**src/rtl/seg_scan_capture.sv**
```systemverilog
// Captures a multiplexed 5-digit 7-segment display scan into a decoded frame.
// Digits are accepted after STABLE_CYCLES identical one-hot samples; a watchdog flags a lost scan.
module seg_scan_capture #(
  parameter int unsigned STABLE_CYCLES  = 1000,
  parameter int unsigned TIMEOUT_CYCLES = 250000,
  parameter bit          SEL_ACTIVE_LOW = 1'b0,
  parameter bit          SEG_ACTIVE_LOW = 1'b0
) (
  input  logic        clk,
  input  logic        reset,
  input  logic [4:0]  SEG_SEL,
  input  logic [7:0]  SEG_DATA,
  input  logic        frame_ack,
  output logic [19:0] digits,
  output logic [4:0]  dp_out,
  output logic        frame_valid,
  output logic        frame_err,
  output logic        overrun,
  output logic        scan_lost
);

  localparam int unsigned N_DIG   = 5;
  localparam int unsigned SEL_W   = 5;
  localparam int unsigned DAT_W   = 8;
  localparam int unsigned STAB_W  = (STABLE_CYCLES > 1) ? $clog2(STABLE_CYCLES) : 1;
  localparam int unsigned WD_W    = $clog2(TIMEOUT_CYCLES + 1);
  localparam logic [STAB_W-1:0] STAB_MAX = STAB_W'(STABLE_CYCLES - 1);
  localparam logic [WD_W-1:0]   WD_MAX   = WD_W'(TIMEOUT_CYCLES);
  localparam logic [WD_W-1:0]   WD_LAST  = WD_W'(TIMEOUT_CYCLES - 1);

  typedef enum logic {ST_WAIT, ST_HOLD} state_t;

  logic [SEL_W-1:0]       w_sel_norm;
  logic [DAT_W-1:0]       w_dat_norm;
  logic [SEL_W-1:0]       r_sel_m, r_sel_s;
  logic [DAT_W-1:0]       r_dat_m, r_dat_s;
  logic [SEL_W+DAT_W-1:0] r_prev;
  logic [SEL_W+DAT_W-1:0] w_samp;
  logic [STAB_W-1:0]      r_stab, w_stab_nxt;
  logic [WD_W-1:0]        r_wd;
  state_t                 r_state;
  logic                   w_same, w_onehot, w_capture, w_full, w_wd_fire;
  logic [2:0]             w_idx;
  logic [3:0]             w_code;
  logic                   w_bad;
  logic [19:0]            r_sh_dig;
  logic [N_DIG-1:0]       r_sh_dp, r_seen, r_inv;

  // Normalize polarity so every downstream bit is active-high
  assign w_sel_norm = SEL_ACTIVE_LOW ? ~SEG_SEL  : SEG_SEL;
  assign w_dat_norm = SEG_ACTIVE_LOW ? ~SEG_DATA : SEG_DATA;

  always_ff @(posedge clk or negedge reset) begin
    if (!reset) begin
      r_sel_m <= '0;
      r_sel_s <= '0;
      r_dat_m <= '0;
      r_dat_s <= '0;
    end else begin
      r_sel_m <= w_sel_norm;
      r_sel_s <= r_sel_m;
      r_dat_m <= w_dat_norm;
      r_dat_s <= r_dat_m;
    end
  end

  assign w_samp   = {r_sel_s, r_dat_s};
  assign w_same   = (w_samp == r_prev);
  assign w_onehot = (r_sel_s != '0) && ((r_sel_s & (r_sel_s - SEL_W'(1))) == '0);

  // Run length of the current sample; blanking or any change restarts it
  always_comb begin
    w_stab_nxt = '0;
    if (w_onehot && w_same) begin
      w_stab_nxt = (r_stab == STAB_MAX) ? STAB_MAX : r_stab + STAB_W'(1);
    end
  end

  assign w_capture = (r_state == ST_WAIT) && w_onehot && (w_stab_nxt == STAB_MAX);
  assign w_full    = &r_seen;
  assign w_wd_fire = !w_capture && (r_wd == WD_LAST);

  always_comb begin
    w_idx = '0;
    for (int i = 0; i < N_DIG; i++) begin
      if (r_sel_s[i]) w_idx = 3'(i);
    end
  end

  always_comb begin
    w_bad  = 1'b0;
    w_code = 4'hE;
    case (r_dat_s[6:0])
      7'h3F:   w_code = 4'h0;
      7'h06:   w_code = 4'h1;
      7'h5B:   w_code = 4'h2;
      7'h4F:   w_code = 4'h3;
      7'h66:   w_code = 4'h4;
      7'h6D:   w_code = 4'h5;
      7'h7D:   w_code = 4'h6;
      7'h07:   w_code = 4'h7;
      7'h7F:   w_code = 4'h8;
      7'h6F:   w_code = 4'h9;
      7'h00:   w_code = 4'hF;
      default: w_bad  = 1'b1;
    endcase
  end

  // Capture state machine and stability tracking
  always_ff @(posedge clk or negedge reset) begin
    if (!reset) begin
      r_state <= ST_WAIT;
      r_stab  <= '0;
      r_prev  <= '0;
    end else begin
      r_stab <= w_stab_nxt;
      r_prev <= w_samp;
      case (r_state)
        ST_WAIT: if (w_capture) r_state <= ST_HOLD;
        ST_HOLD: if (!w_same)   r_state <= ST_WAIT;
        default: r_state <= ST_WAIT;
      endcase
    end
  end

  // Shadow frame; a completed frame or a lost scan restarts collection
  always_ff @(posedge clk or negedge reset) begin
    if (!reset) begin
      r_sh_dig <= '0;
      r_sh_dp  <= '0;
      r_seen   <= '0;
      r_inv    <= '0;
    end else begin
      if (w_full || w_wd_fire) begin
        r_seen <= '0;
        r_inv  <= '0;
      end
      if (w_capture) begin
        r_sh_dig[{w_idx, 2'b00} +: 4] <= w_code;
        r_sh_dp[w_idx]                <= r_dat_s[7];
        r_seen[w_idx]                 <= 1'b1;
        r_inv[w_idx]                  <= w_bad;
      end
    end
  end

  // Output frame and handshake
  always_ff @(posedge clk or negedge reset) begin
    if (!reset) begin
      digits      <= '0;
      dp_out      <= '0;
      frame_valid <= 1'b0;
      frame_err   <= 1'b0;
      overrun     <= 1'b0;
    end else if (w_full) begin
      digits      <= r_sh_dig;
      dp_out      <= r_sh_dp;
      frame_err   <= |r_inv;
      frame_valid <= 1'b1;
      if (frame_valid && !frame_ack) overrun <= 1'b1;
    end else if (frame_ack) begin
      frame_valid <= 1'b0;
    end
  end

  // Watchdog: saturating count of cycles since the last capture
  always_ff @(posedge clk or negedge reset) begin
    if (!reset) begin
      r_wd      <= '0;
      scan_lost <= 1'b0;
    end else if (w_capture) begin
      r_wd      <= '0;
      scan_lost <= 1'b0;
    end else if (r_wd != WD_MAX) begin
      r_wd <= r_wd + WD_W'(1);
      if (w_wd_fire) scan_lost <= 1'b1;
    end
  end

endmodule

```
**config.mk**
```make
export PLATFORM = sky130hd
export DESIGN_NAME = seg_scan_capture
export DESIGN_NICKNAME = d
export VERILOG_FILES = /design/src/rtl/seg_scan_capture.sv
export SDC_FILE = /design/constraint.sdc
export NUM_CORES = 1
export LEC_CHECK = 0
export CAP_MARGIN = 30
export CORE_MARGIN = 10
export CORE_UTILIZATION = 38
export CTS_CLUSTER_DIAMETER = 200
export DETAILED_ROUTE_END_ITERATION = 6
export RECOVER_POWER = 100
export SETUP_SLACK_MARGIN = 0.3
export SYNTH_ARGS = -nofsm -noshare
export SYNTH_HDL_FRONTEND = slang
export SYNTH_SLANG_ARGS = --single-unit
export TNS_END_PERCENT = 100
```
**constraint.sdc**
```tcl
create_clock -name clk -period 5.3 [get_ports clk]
set_input_delay 0.53 -clock clk [delete_from_list [all_inputs] [get_ports clk]]
set_output_delay 0.53 -clock clk [all_outputs]
set_load 0.05 [all_outputs]
```
==> flow_summary.json <==
{
  "hold_viol_final": 0,
  "p_per_area_nw_per_um2": 340,
  "drive_above_1_share": 0.159,
  "place.gp.congestion": 0.825,
  "whs_ns": 0.346,
  "num_antenna_cells": 0,
  "cp-startpoint": "r_stab[0]",
  "dr.pass1.iters": 4,
  "drtAntennaViolNets": 0,
  "critPathBufInv": 0,
  "row_count": 44,
  "area_growth_pct": 22.0,
  "grt_pass1_vias": 3757,
  "synth_flop_cell": "dfrtp_1",
  "cts_sinks": 132,
  "grt_overflow": 0,
  "crit_chain": "ha_1 > nand2b_1 > a2111oi_0 > o211ai_1 > nor2_1 > a21boi_0 > o21ai_0",
  "synth-seq-cells": 132,
  "groute.usage.overall": 0.113,
  "seqCellArea_um2": 3300,
  "drt_iter0_drc": 263,
  "p_int_uw": 1840,
  "vias": 3709,
  "cp-end-kind": "flip-flop",
  "tightest_slew_ns": 1.90,
  "swShare": 0.210,
  "critical_path_arrival_ns": 3.60,
  "p_leak_uw": 0.00316,
  "worst-setup-path-type": "reg2reg",
  "rsz0062_at_grt": "no",
  "synth.area.top_cells": "dfrtp_1 (59%), mux2_2 (9.4%), xor2_1 (3.3%), nor2_1 (3.1%), xnor2_1 (2.5%)",
  "vias_per_cell": 5.21,
  "cts_tree": "built",
  "max_stage_delay_ns": 0.63,
  "ctsLongestPathBuffers": 2,
  "multi_input_area_um2": 2160,
  "peakVddDrop_mv": 0.239,
  "die_area_um2": 20000,
  "outcome": "complete, but fails checks",
  "clkPwrFrac": 0.521,
  "synth_edf_count": 0,
  "finalSetupViolCount": 0,
  "crit_path_start_kind": "flip-flop",
  "yosys.area.top_type": "dfrtp_1",
  "slew-limit-headroom": -0.266,
  "cap_violations": 1,
  "period_share": 0.619,
  "path_max_fanout": 11,
  "syn_nets": 492,
  "avgSynthCellArea_um2": 11.9,
  "hold_path_class": "reg2reg",
  "seqPwrFrac": 0.448,
  "h-tree-depth": 4,
  "max_freq_mhz": 305,
  "syn_inst": 471,
  "synth_top_area_share": 0.590,
  "ctsRootBufferMaster": "clkbuf_16",
  "switchingPower_uw": 489,
  "violations": "capacitance limit, slew limit",
  "ios": 45,
  "grt_max_degree": 80,
  "power_frac_comb": 0.031,
  "drv_slew": 40,
  "synth-async-reset-ratio": 1.00,
  "crit_slowest_cell": "nor2_1",
  "drc_errors": 0,
  "coreArea_um2": 14500,
  "dieWidth_um": 141,
  "initial_utilization": 0.387,
  "numCtsBuffers": 17,
  "ctsResizeCount": 0,
  "holdCritStartpoint": "r_sel_m[1]",
  "finClkSkew_ns": 0.00921,
  "cp_data_required_time_ns": 5.62,
  "ys_warn_count": 0,
  "clk_latency_ns": 0.42,
  "min_period_ns": 3.28,
  "finalWirelength_um": 10800,
  "netlist_area_um2": 5600,
  "r2r-start": "r_stab[0]",
  "die_y_um": 141,
  "cp_top_family": "compound AO/OA/AOI/OAI gates",
  "setup_tns_ns": 0,
  "hpwl_um": 7290,
  "fillers": 1316,
  "io_buffers": 44,
  "yosysUniqueCellTypes": 54,
  "nNetsFinal": 537,
  "cts_setup_buffers": 0,
  "avgRoutedWirePerCell_um": 15.2,
  "antenna_found_initial": 0,
  "grt_pass1_wl_um": 18400,
  "clkSlewWorstSetupHoldPaths_ns": 0.06,
  "yosysSeqAreaShare": 0.590
}
[placed cells by master (no fill, tap or decap), types with 6 or more instances in the layout]
cell type / Yosys / layout
clkbuf_16: 0 / 17
nand4_1: 14 / 14
nand2_1: 20 / 20
a21oi_1: 7 / 7
nand2b_1: 7 / 7
o21ai_0: 11 / 11
dlygate4sd3_1: 0 / 43
nor3_1: 7 / 7
inv_1: 11 / 11
nor4_1: 6 / 6
dfrtp_1: 132 / 132
nor2_1: 47 / 47
xnor2_1: 16 / 16
mux2_2: 47 / 47
xor2_1: 21 / 21
and3_1: 7 / 7
nand3_1: 23 / 23
[per-stage QoR]
step,std cells,cell area (um^2),util,total power (uW),setup WS (ns)
6_report,712,6830,0.472,2330,2.02
5_1_grt,712,6830,0.472,2420,1.79
3_5_place_dp,679,6190,0.428,1130,2.13
4_1_cts,710,6810,0.470,2360,2.09
3_3_place_gp,679,6190,0.428,1130,2.15
2_1_floorplan,471,5600,-,1090,2.75
[power by group through the flow]
stage	clock, uW	combinational, uW	sequential, uW
after global routing	1290	83.7	1040
after detailed placement	0	73.8	1060
after CTS	1250	74.3	1040
final	1210	72.9	1040
after global placement	0	72.9	1060
after floorplan	0	43.9	1050
[area by class of cell]
class | count | share of cell area
clock inverters | 12 | 0.0264
flip-flops and latches | 132 | 0.483
repair buffers | 49 | 0.0712
multi-input cells | 304 | 0.315
well taps | 184 | 0.0337
clock buffers | 19 | 0.0633
inverters | 12 | 0.00659
[path summary, 6_finish.rpt]
kind                         endpoint  slack [ns]  depth (start not counted)
min in group asynchronous   r_prev[1]        0.76                          2
hold / removal             r_sel_s[1]        0.35                          0
max in group asynchronous  r_prev[12]        3.35                          3
setup reg to reg            r_seen[1]        2.02                          7
setup / recovery            r_seen[1]        2.02                          7
hold reg to reg            r_sel_s[1]        0.35                          0
[cell families (layout without fill, tap and decap cells)]
| family | after synthesis | after routing | share of synthesized area |
|---|---|---|---|
| compound gates | 49 | 49 | 0.0599 |
| xor+xnor | 37 | 37 | 0.0579 |
| fa+ha+maj | 5 | 5 | 0.0112 |
| buf+inv | 35 | 92 | 0.0255 |
| flops | 132 | 132 | 0.590 |
| mux | 52 | 52 | 0.104 |
| simple gates | 161 | 161 | 0.152 |
[cells in the mapped netlist, drive strengths merged (4+ instances only)]
library cell / count
a21oi: 7
nor2b: 5
dfrtp: 132
xor2: 21
ha: 5
nor2: 47
nand4b: 5
nand4: 14
buf: 5
nor3: 7
nor4: 6
o21ai: 12
a211oi: 4
and3: 7
nand2b: 7
nand2: 20
xnor2: 16
o22ai: 5
nand3: 23
o311ai: 4
and2: 5
inv: 11
clkbuf: 18
mux2: 50
or3: 4
[timing repair]
action | in CTS | in global routing
hold endpoints to repair | 0 | 12
hold buffers | 0 | 1
endpoints found under the setup margin | 0 | 0
[routing by layer]
| metal | track usage | share of wire |
|---|---|---|
| met5 | 0 | 0 |
| met4 | 0.0586 | 0.021 |
| met3 | 0.0334 | 0.045 |
| met2 | 0.169 | 0.46 |
| met1 | 0.144 | 0.48 |
[state kept, by name, indices dropped and copies added, names as in the netlist]
| register | flops |
|---|---|
| r_inv | 5 |
| r_sel_s | 5 |
| scan_lost | 1 |
| r_prev | 13 |
| frame_valid | 1 |
| overrun | 1 |
| r_dat_s | 8 |
| r_sh_dp | 5 |
| r_seen | 5 |
| r_sh_dig | 20 |
| r_wd | 18 |
| frame_err | 1 |
| digits | 20 |
| r_dat_m | 8 |
| dp_out | 5 |
| r_state | 1 |
| r_stab | 10 |
| r_sel_m | 5 |
No activity file was read; power rests on OpenSTA's default activity.
